## config.mk

```make
export PLATFORM = sky130hd
export DESIGN_NAME = key_pulse_conditioner
export DESIGN_NICKNAME = d
export VERILOG_FILES = /design/src/rtl/key_pulse_conditioner_pkg.sv /design/src/rtl/key_pulse_conditioner_sync.sv /design/src/rtl/key_pulse_conditioner.sv
export SDC_FILE = /design/constraint.sdc
export NUM_CORES = 1
export LEC_CHECK = 0
export CAP_MARGIN = 10
export CORE_MARGIN = 2
export CORE_UTILIZATION = 55
export CTS_BUF_LIST = sky130_fd_sc_hd__clkbuf_4 sky130_fd_sc_hd__clkbuf_8
export DETAILED_ROUTE_END_ITERATION = 7
export PLACE_DENSITY_LB_ADDON = 0.08
export SYNTH_ARGS = -nofsm -noshare
export SYNTH_HDL_FRONTEND = slang
export SYNTH_SLANG_ARGS = --single-unit
```

## constraint.sdc

```tcl
create_clock -name clock -period 3.2 [get_ports clock]
set_input_delay 0.64 -clock clock [delete_from_list [all_inputs] [get_ports clock]]
set_output_delay 0.64 -clock clock [all_outputs]
set_load 0.005 [all_outputs]
```

## src/rtl/key_pulse_conditioner_pkg.sv

```systemverilog
// Shared definitions for the key input stage: FSM state codes, default
// timing constants and the registered output bundle.
package key_pkg;

  localparam logic [1:0] IDLE      = 2'd0;
  localparam logic [1:0] PRESS_CHK = 2'd1;
  localparam logic [1:0] HELD      = 2'd2;
  localparam logic [1:0] REL_CHK   = 2'd3;

  localparam int unsigned DEF_DEBOUNCE_CYCLES = 1000000;
  localparam int unsigned DEF_LONG_CYCLES     = 50000000;

  typedef struct packed {
    logic kout;
    logic krel;
    logic klong;
    logic klevel;
  } key_out_t;

endpackage

```

## src/rtl/key_pulse_conditioner_sync.sv

```systemverilog
// Two-flop synchroniser for a single asynchronous bit, with a programmable
// reset level so the output reads "inactive" while in reset.
module sync_2ff #(
  parameter logic RST_VAL = 1'b0
) (
  input  logic i_clk,
  input  logic i_rst,
  input  logic i_d,
  output logic o_q
);

  logic r_meta;
  logic r_sync;

  always_ff @(posedge i_clk) begin
    if (i_rst) begin
      r_meta <= RST_VAL;
      r_sync <= RST_VAL;
    end else begin
      r_meta <= i_d;
      r_sync <= r_meta;
    end
  end

  assign o_q = r_sync;

endmodule

```

## src/rtl/key_pulse_conditioner.sv

```systemverilog
// Debounces a raw push-button and emits one-cycle press, release and
// long-press pulses plus the debounced pressed level.
module key_pulse_conditioner
  import key_pkg::*;
#(
  parameter int unsigned DEBOUNCE_CYCLES = DEF_DEBOUNCE_CYCLES,
  parameter int unsigned LONG_CYCLES     = DEF_LONG_CYCLES,
  parameter bit          ACTIVE_LOW      = 1'b0
) (
  input  logic clock,
  input  logic reset,
  input  logic k,
  output logic kout,
  output logic krel,
  output logic klong,
  output logic klevel
);

  localparam int unsigned CW = $clog2(LONG_CYCLES + 1);
  localparam logic [CW-1:0] DEB_MAX  = CW'(DEBOUNCE_CYCLES);
  localparam logic [CW-1:0] LONG_MAX = CW'(LONG_CYCLES);

  if (!(LONG_CYCLES > DEBOUNCE_CYCLES && DEBOUNCE_CYCLES >= 1)) begin : g_param_chk
    $error("key_pulse_conditioner: need LONG_CYCLES > DEBOUNCE_CYCLES >= 1");
  end

  logic          w_k_sync;
  logic          w_ks;
  logic [1:0]    r_state;
  logic [1:0]    w_state_nx;
  logic [CW-1:0] r_cnt;
  logic [CW-1:0] w_cnt_nx;
  logic [CW-1:0] w_cnt_inc;
  logic          r_fired;
  logic          w_fired_nx;
  key_out_t      r_out;
  key_out_t      w_out_nx;

  sync_2ff #(
    .RST_VAL (ACTIVE_LOW)
  ) u_sync (
    .i_clk (clock),
    .i_rst (reset),
    .i_d   (k),
    .o_q   (w_k_sync)
  );

  assign w_ks      = w_k_sync ^ ACTIVE_LOW;
  assign w_cnt_inc = r_cnt + CW'(1);

  always_comb begin
    w_state_nx      = r_state;
    w_cnt_nx        = r_cnt;
    w_fired_nx      = r_fired;
    w_out_nx        = '0;
    w_out_nx.klevel = r_out.klevel;
    case (r_state)
      IDLE: begin
        w_out_nx.klevel = 1'b0;
        if (w_ks) begin
          w_state_nx = PRESS_CHK;
          w_cnt_nx   = CW'(1);
        end
      end
      PRESS_CHK: begin
        if (!w_ks) begin
          w_state_nx = IDLE;
          w_cnt_nx   = '0;
        end else if (w_cnt_inc >= DEB_MAX) begin
          // >= rather than == so a one-cycle debounce accepts on the first sample
          w_state_nx      = HELD;
          w_cnt_nx        = '0;
          w_out_nx.kout   = 1'b1;
          w_out_nx.klevel = 1'b1;
        end else begin
          w_cnt_nx = w_cnt_inc;
        end
      end
      HELD: begin
        if (!w_ks) begin
          w_state_nx = REL_CHK;
          w_cnt_nx   = CW'(1);
        end else if (r_cnt != LONG_MAX) begin
          w_cnt_nx = w_cnt_inc;
          if (w_cnt_inc == LONG_MAX && !r_fired) begin
            w_out_nx.klong = 1'b1;
            w_fired_nx     = 1'b1;
          end
        end
      end
      REL_CHK: begin
        if (w_ks) begin
          // bounce back into HELD: long count restarts, fired flag survives
          w_state_nx = HELD;
          w_cnt_nx   = '0;
        end else if (w_cnt_inc >= DEB_MAX) begin
          w_state_nx      = IDLE;
          w_cnt_nx        = '0;
          w_fired_nx      = 1'b0;
          w_out_nx.krel   = 1'b1;
          w_out_nx.klevel = 1'b0;
        end else begin
          w_cnt_nx = w_cnt_inc;
        end
      end
      default: begin
        w_state_nx = IDLE;
        w_cnt_nx   = '0;
      end
    endcase
  end

  always_ff @(posedge clock) begin
    if (reset) begin
      r_state <= IDLE;
      r_cnt   <= '0;
      r_fired <= 1'b0;
      r_out   <= '0;
    end else begin
      r_state <= w_state_nx;
      r_cnt   <= w_cnt_nx;
      r_fired <= w_fired_nx;
      r_out   <= w_out_nx;
    end
  end

  assign kout   = r_out.kout;
  assign krel   = r_out.krel;
  assign klong  = r_out.klong;
  assign klevel = r_out.klevel;

endmodule

```

## After elaboration in Yosys (flattened, before gate mapping)

Cells that the tools add are included.
Widths: inputs -> output; s select.

| storage, ports and cells | value |
|---|---|
| flip-flop bits (word level) | 35 |
| logic and storage cells | 70 |
| input port bits | 3 |
| output and inout bits | 4 |

| cells by class | value |
|---|---|
| multiplexer cells | 25 |
| equal/unequal tests | 17 |
| add/sub/neg operators | 1 |
| order comparisons | 1 |
| bitwise operators | 5 |
| reduce and logical (&&, ||, !) cells | 12 |

Operator list:

| kind | number |
|---|---|
| $mux 26 | 6 |
| $pmux 26 s4 | 1 |
| $add 26x1->26 const B | 1 |
| $eq 26x26->1 const B | 1 |
| $ge 26x20->1 const B | 1 |
| $ne 26x26->1 const B | 1 |
| $mux 2 | 6 |
| $ne 2x2->1 const B | 6 |
| $mux 1 | 9 |
| $pmux 2 s4 | 1 |
| $ne 2x1->1 const B | 3 |
| $ne 3x3->1 const B | 2 |
| $reduce_and 6->1 | 1 |
| $reduce_or 3->1 | 2 |
| $not 1->1 | 5 |
| $reduce_and 5->1 | 1 |
| $eq 2x2->1 const B | 2 |
| $reduce_and 4->1 | 1 |
| $reduce_or 4->1 | 1 |
| $ne 3x2->1 const B | 1 |
| $pmux 1 s3 | 1 |
| $reduce_bool 3->1 | 1 |
| $eq 2x1->1 const B | 1 |
| $logic_not 2->1 | 1 |
| other kinds (5) | 5 |

## Longest topological paths before layout

| depth | value |
|---|---|
| depth after elaboration | 7 |
| gate-level depth with buffers | 11 |
| gate-level depth less buffers | 9 |

## Cells and area by module

From an unflattened synthesis, not the netlist that was laid out.

| second synthesis, totals | value |
|---|---|
| cells, all modules | 322 |
| area total of the unflattened synthesis | 2489.9 µm² |

By module, submodules not included:

| module | times used | sequential area each (µm²) | cells each | area an instance (µm²) |
|---|---|---|---|---|
| key_pulse_conditioner | 1 | 660.6 | 318 | 2437.3 |
| sync_2ff | 1 | 40.0 | 4 | 52.6 |

## Worst setup path after synthesis

No wires, ideal clock.

| path | value |
|---|---|
| kind | register to register |
| start point | register r_cnt[0] |
| end point | register r_cnt[18] |
| data required time | 3125 ps |
| slack | 591 ps |
| clock period less this slack | 2609 ps |
| library setup time | 75 ps |
| data arrival time | 2535 ps |
| stages on the path, launching flop included | 11 |
| path buffers | 1 |
| cell sequence | dfxtp_1 ha_1 and4_1 buf_2 nand4_1 o21a_1 a211oi_2 o211ai_1 o21a_1 or3_1 a31oi_1 |

| between the ends | value |
|---|---|
| word-level cells in the longest chain between the ends | 5 |

RTL lines:

| what | RTL line | RTL |
|---|---|---|
| start: declaration | key_pulse_conditioner.sv:31 | `logic [CW-1:0] r_cnt;` |
| start signal: assignment | key_pulse_conditioner.sv:121 | `r_cnt <= w_cnt_nx;` |
| $add 26x1->26 | key_pulse_conditioner.sv:49 | `assign w_cnt_inc = r_cnt + CW'(1);` |
| $ge 26x20->1 | key_pulse_conditioner.sv:69, key_pulse_conditioner.sv:96 |  |
| $mux 26 | key_pulse_conditioner.sv:69, key_pulse_conditioner.sv:96 |  |
| $mux 26, on equally long branches | key_pulse_conditioner.sv:92, key_pulse_conditioner.sv:66 |  |
| $pmux 26 s4 | key_pulse_conditioner.sv:57 | `case (r_state)` |

Parallel ways exist; a longest one is shown, timed or not. The select of a mux whose other input is x is not followed.
A chain may end at the register's enable or synchronous reset.

## Worst setup path after layout

| path | value |
|---|---|
| start point | register r_cnt[3] |
| end point | register r_cnt[2] |

The elaborated chain is that of the path after synthesis.

==> results.json <==
{
  "finalSetupTns_ps": 0,
  "period_share_pct": 92.2,
  "grt_first_pass_wirelength_um": 12300,
  "synth_async_sr_flop_share_pct": 0,
  "first_iter_violations": 274,
  "endpoint_kind": "flip-flop",
  "syn_area_um2": 2630,
  "place_ws_ps": 250,
  "busiest_layer": "met1",
  "drc": 0,
  "path_max_fanout": 12,
  "layout-drive-gt1-share_pct": 14.3,
  "start_kind": "flip-flop",
  "cts_root_buf": "clkbuf_8",
  "syn_to_final_growth_pct": 11.2,
  "yosysTopAreaCell": "dfxtp_1",
  "vias": 2769,
  "skew_ps": 6.53,
  "synth_fp_nets": 358,
  "critPathRequiredTime_ps": 3410,
  "yosysTopAreaCellShare_pct": 26.7,
  "drv_slew": 0,
  "ys_top_cells_by_count": "dfxtp_1, nand2_1, nor2_1",
  "ys_types": 57,
  "io_buffers": 6,
  "fin_cells": 418,
  "grt_antenna_before_repair": 0,
  "slew_headroom_pct": 60.2,
  "gp_congestion": 0.954,
  "synth_edf_count": 0,
  "max-clock-path-buffers": 2,
  "worst_pin_slew_ps": 591,
  "antenna_cells": 0,
  "critPathArrivalTime_ps": 3160,
  "irDropWorstVdd_v": 0.000220,
  "clkTransAtPathRegs_ps": 80,
  "syn_inst": 352,
  "design.core.area_um2": 4660,
  "yosys_most_used_dff": "dfxtp_1",
  "power_uw": 808,
  "vias_per_cell": 6.62,
  "ant_nets": 0,
  "drt-wirelength-per-cell_um": 17.7,
  "met2_usage_pct": 43.1,
  "finalHoldViolCount": 0,
  "htree_levels": 2,
  "grt_use_total_pct": 30.0,
  "wl_um": 7410,
  "start_util_pct": 56.4,
  "die-area_um2": 5350,
  "numCtsBuffers": 5,
  "maxCapViolCount": 0,
  "grt_max_degree": 25,
  "dp.cells": 410,
  "fin_crit_ps": 2950,
  "status": "completed",
  "syn_avg_cell_area_um2": 7.47,
  "synth.area.top_cells": "dfxtp_1, nand2_1, nor2_1",
  "cts_tree": "yes",
  "fin_util_pct": 62.7,
  "rsz0062_at_grt": "no",
  "synth-seq-cells": 35,
  "hpwl_um": 5450,
  "gr-total-overflow": 0,
  "synth.most_common_cell": "dfxtp_1",
  "met1_usage_pct": 43.5,
  "rows": 25,
  "met3_usage_pct": 5.25,
  "firstDrtPassIters": 5,
  "die_h_um": 73.1,
  "setup_viol": 0,
  "yosysSeqAreaShare_pct": 26.7,
  "critPathKind": "flip-flop to flip-flop",
  "clk_latency_ps": 300,
  "leakage_uw": 0.000967,
  "ys.warnings.count": 0,
  "fmax_ghz": 0.339,
  "p_per_area_nw_per_um2": 276,
  "die_w_um": 73.1,
  "cts.sinks": 35,
  "layout.nets": 369,
  "ios": 7,
  "layout_setup_ws_ps": 249,
  "grt_pass1_vias": 2473,
  "min_path_type": "flip-flop to flip-flop"
}
## stage by stage
step,instance area (um2),hold slack (ps)
3_5_place_dp,2830,432
4_1_cts,2920,451
6_report,2920,449
2_1_floorplan,2630,414
3_3_place_gp,2830,420
5_1_grt,2920,464
## logic make-up after synthesis
group | Yosys count | synth area share, %
fa+ha+maj | 3 | 1.43
xor+xnor | 12 | 4.00
mux | 1 | 0.381
flops | 35 | 26.7
compound gates | 80 | 20.7
buf+inv | 41 | 7.57
simple gates | 180 | 39.3
## critical path, cell delays in order (launching register included)
cell and delay (ps):
dfxtp_1 590, nand4_2 260, nor4_1 460, xnor2_1 220
o311ai_0 240, o211a_1 310, nor2_1 270, buf_4 200
a211oi_1 50, nor4_1 270
## area by class of cell
class / count / area (um2)
clock buffers: 5 / 68.8
clock inverters: 3 / 20.0
fillers: 428 / 1740
inverters: 8 / 30.0
multi-input cells: 276 / 1730
flip-flops and latches: 35 / 702
well taps: 54 / 67.6
repair buffers: 37 / 305
## cells in the final DEF, fill, tap and decap left out, types with 7 or more instances in the layout
cell type  instances
nand2_1           32
nor4_1            16
dfxtp_1           34
inv_1              7
a31oi_1            8
nand4_1           14
nor2b_1           10
buf_4             30
a211oi_1          10
nand3_1           13
xnor2_1            7
nor3_1            17
o21ai_0           13
nor2_1            32
a21oi_1           19
## metal layers
| layer | share of wire, % | routed length [um] |
|---|---|---|
| met5 | 0 | 0 |
| met4 | 2.7 | 199 |
| met3 | 7.4 | 551 |
| met2 | 44 | 3250 |
| met1 | 46 | 3410 |
## state kept, by name, summed over array words and instances, names as in the netlist, named ones only
name / flops
kout: 1
r_fired: 1
klevel: 1
krel: 1
r_cnt: 26
u_sync.o_q: 1
r_state: 1
klong: 1
u_sync.r_meta: 1
## path summary, 6_finish.rpt
path / start / end / slack (ps) / cells after the start
setup / recovery: r_cnt[3] / r_cnt[2] / 250 / 9
setup reg to reg: r_cnt[3] / r_cnt[2] / 250 / 9
hold reg to reg: u_sync.r_meta / u_sync.o_q / 450 / 1
hold / removal: u_sync.r_meta / u_sync.o_q / 450 / 1
## power by group
part / internal, uW / switching [uW] / leakage [uW] / total (uW)
logic: 13.5 / 23.8 / 0.000644 / 37.4
clock network: 151 / 180 / 0.0000402 / 331
registers: 437 / 2.03 / 0.000283 / 439
## repair_timing
item / 4_1_cts / 5_1_grt
setup endpoints to repair: 0 / 2
hold buffers: 0 / 0
resized for setup: 0 / 1
setup buffers: 0 / 0
Power figures use the tool's default switching activity.
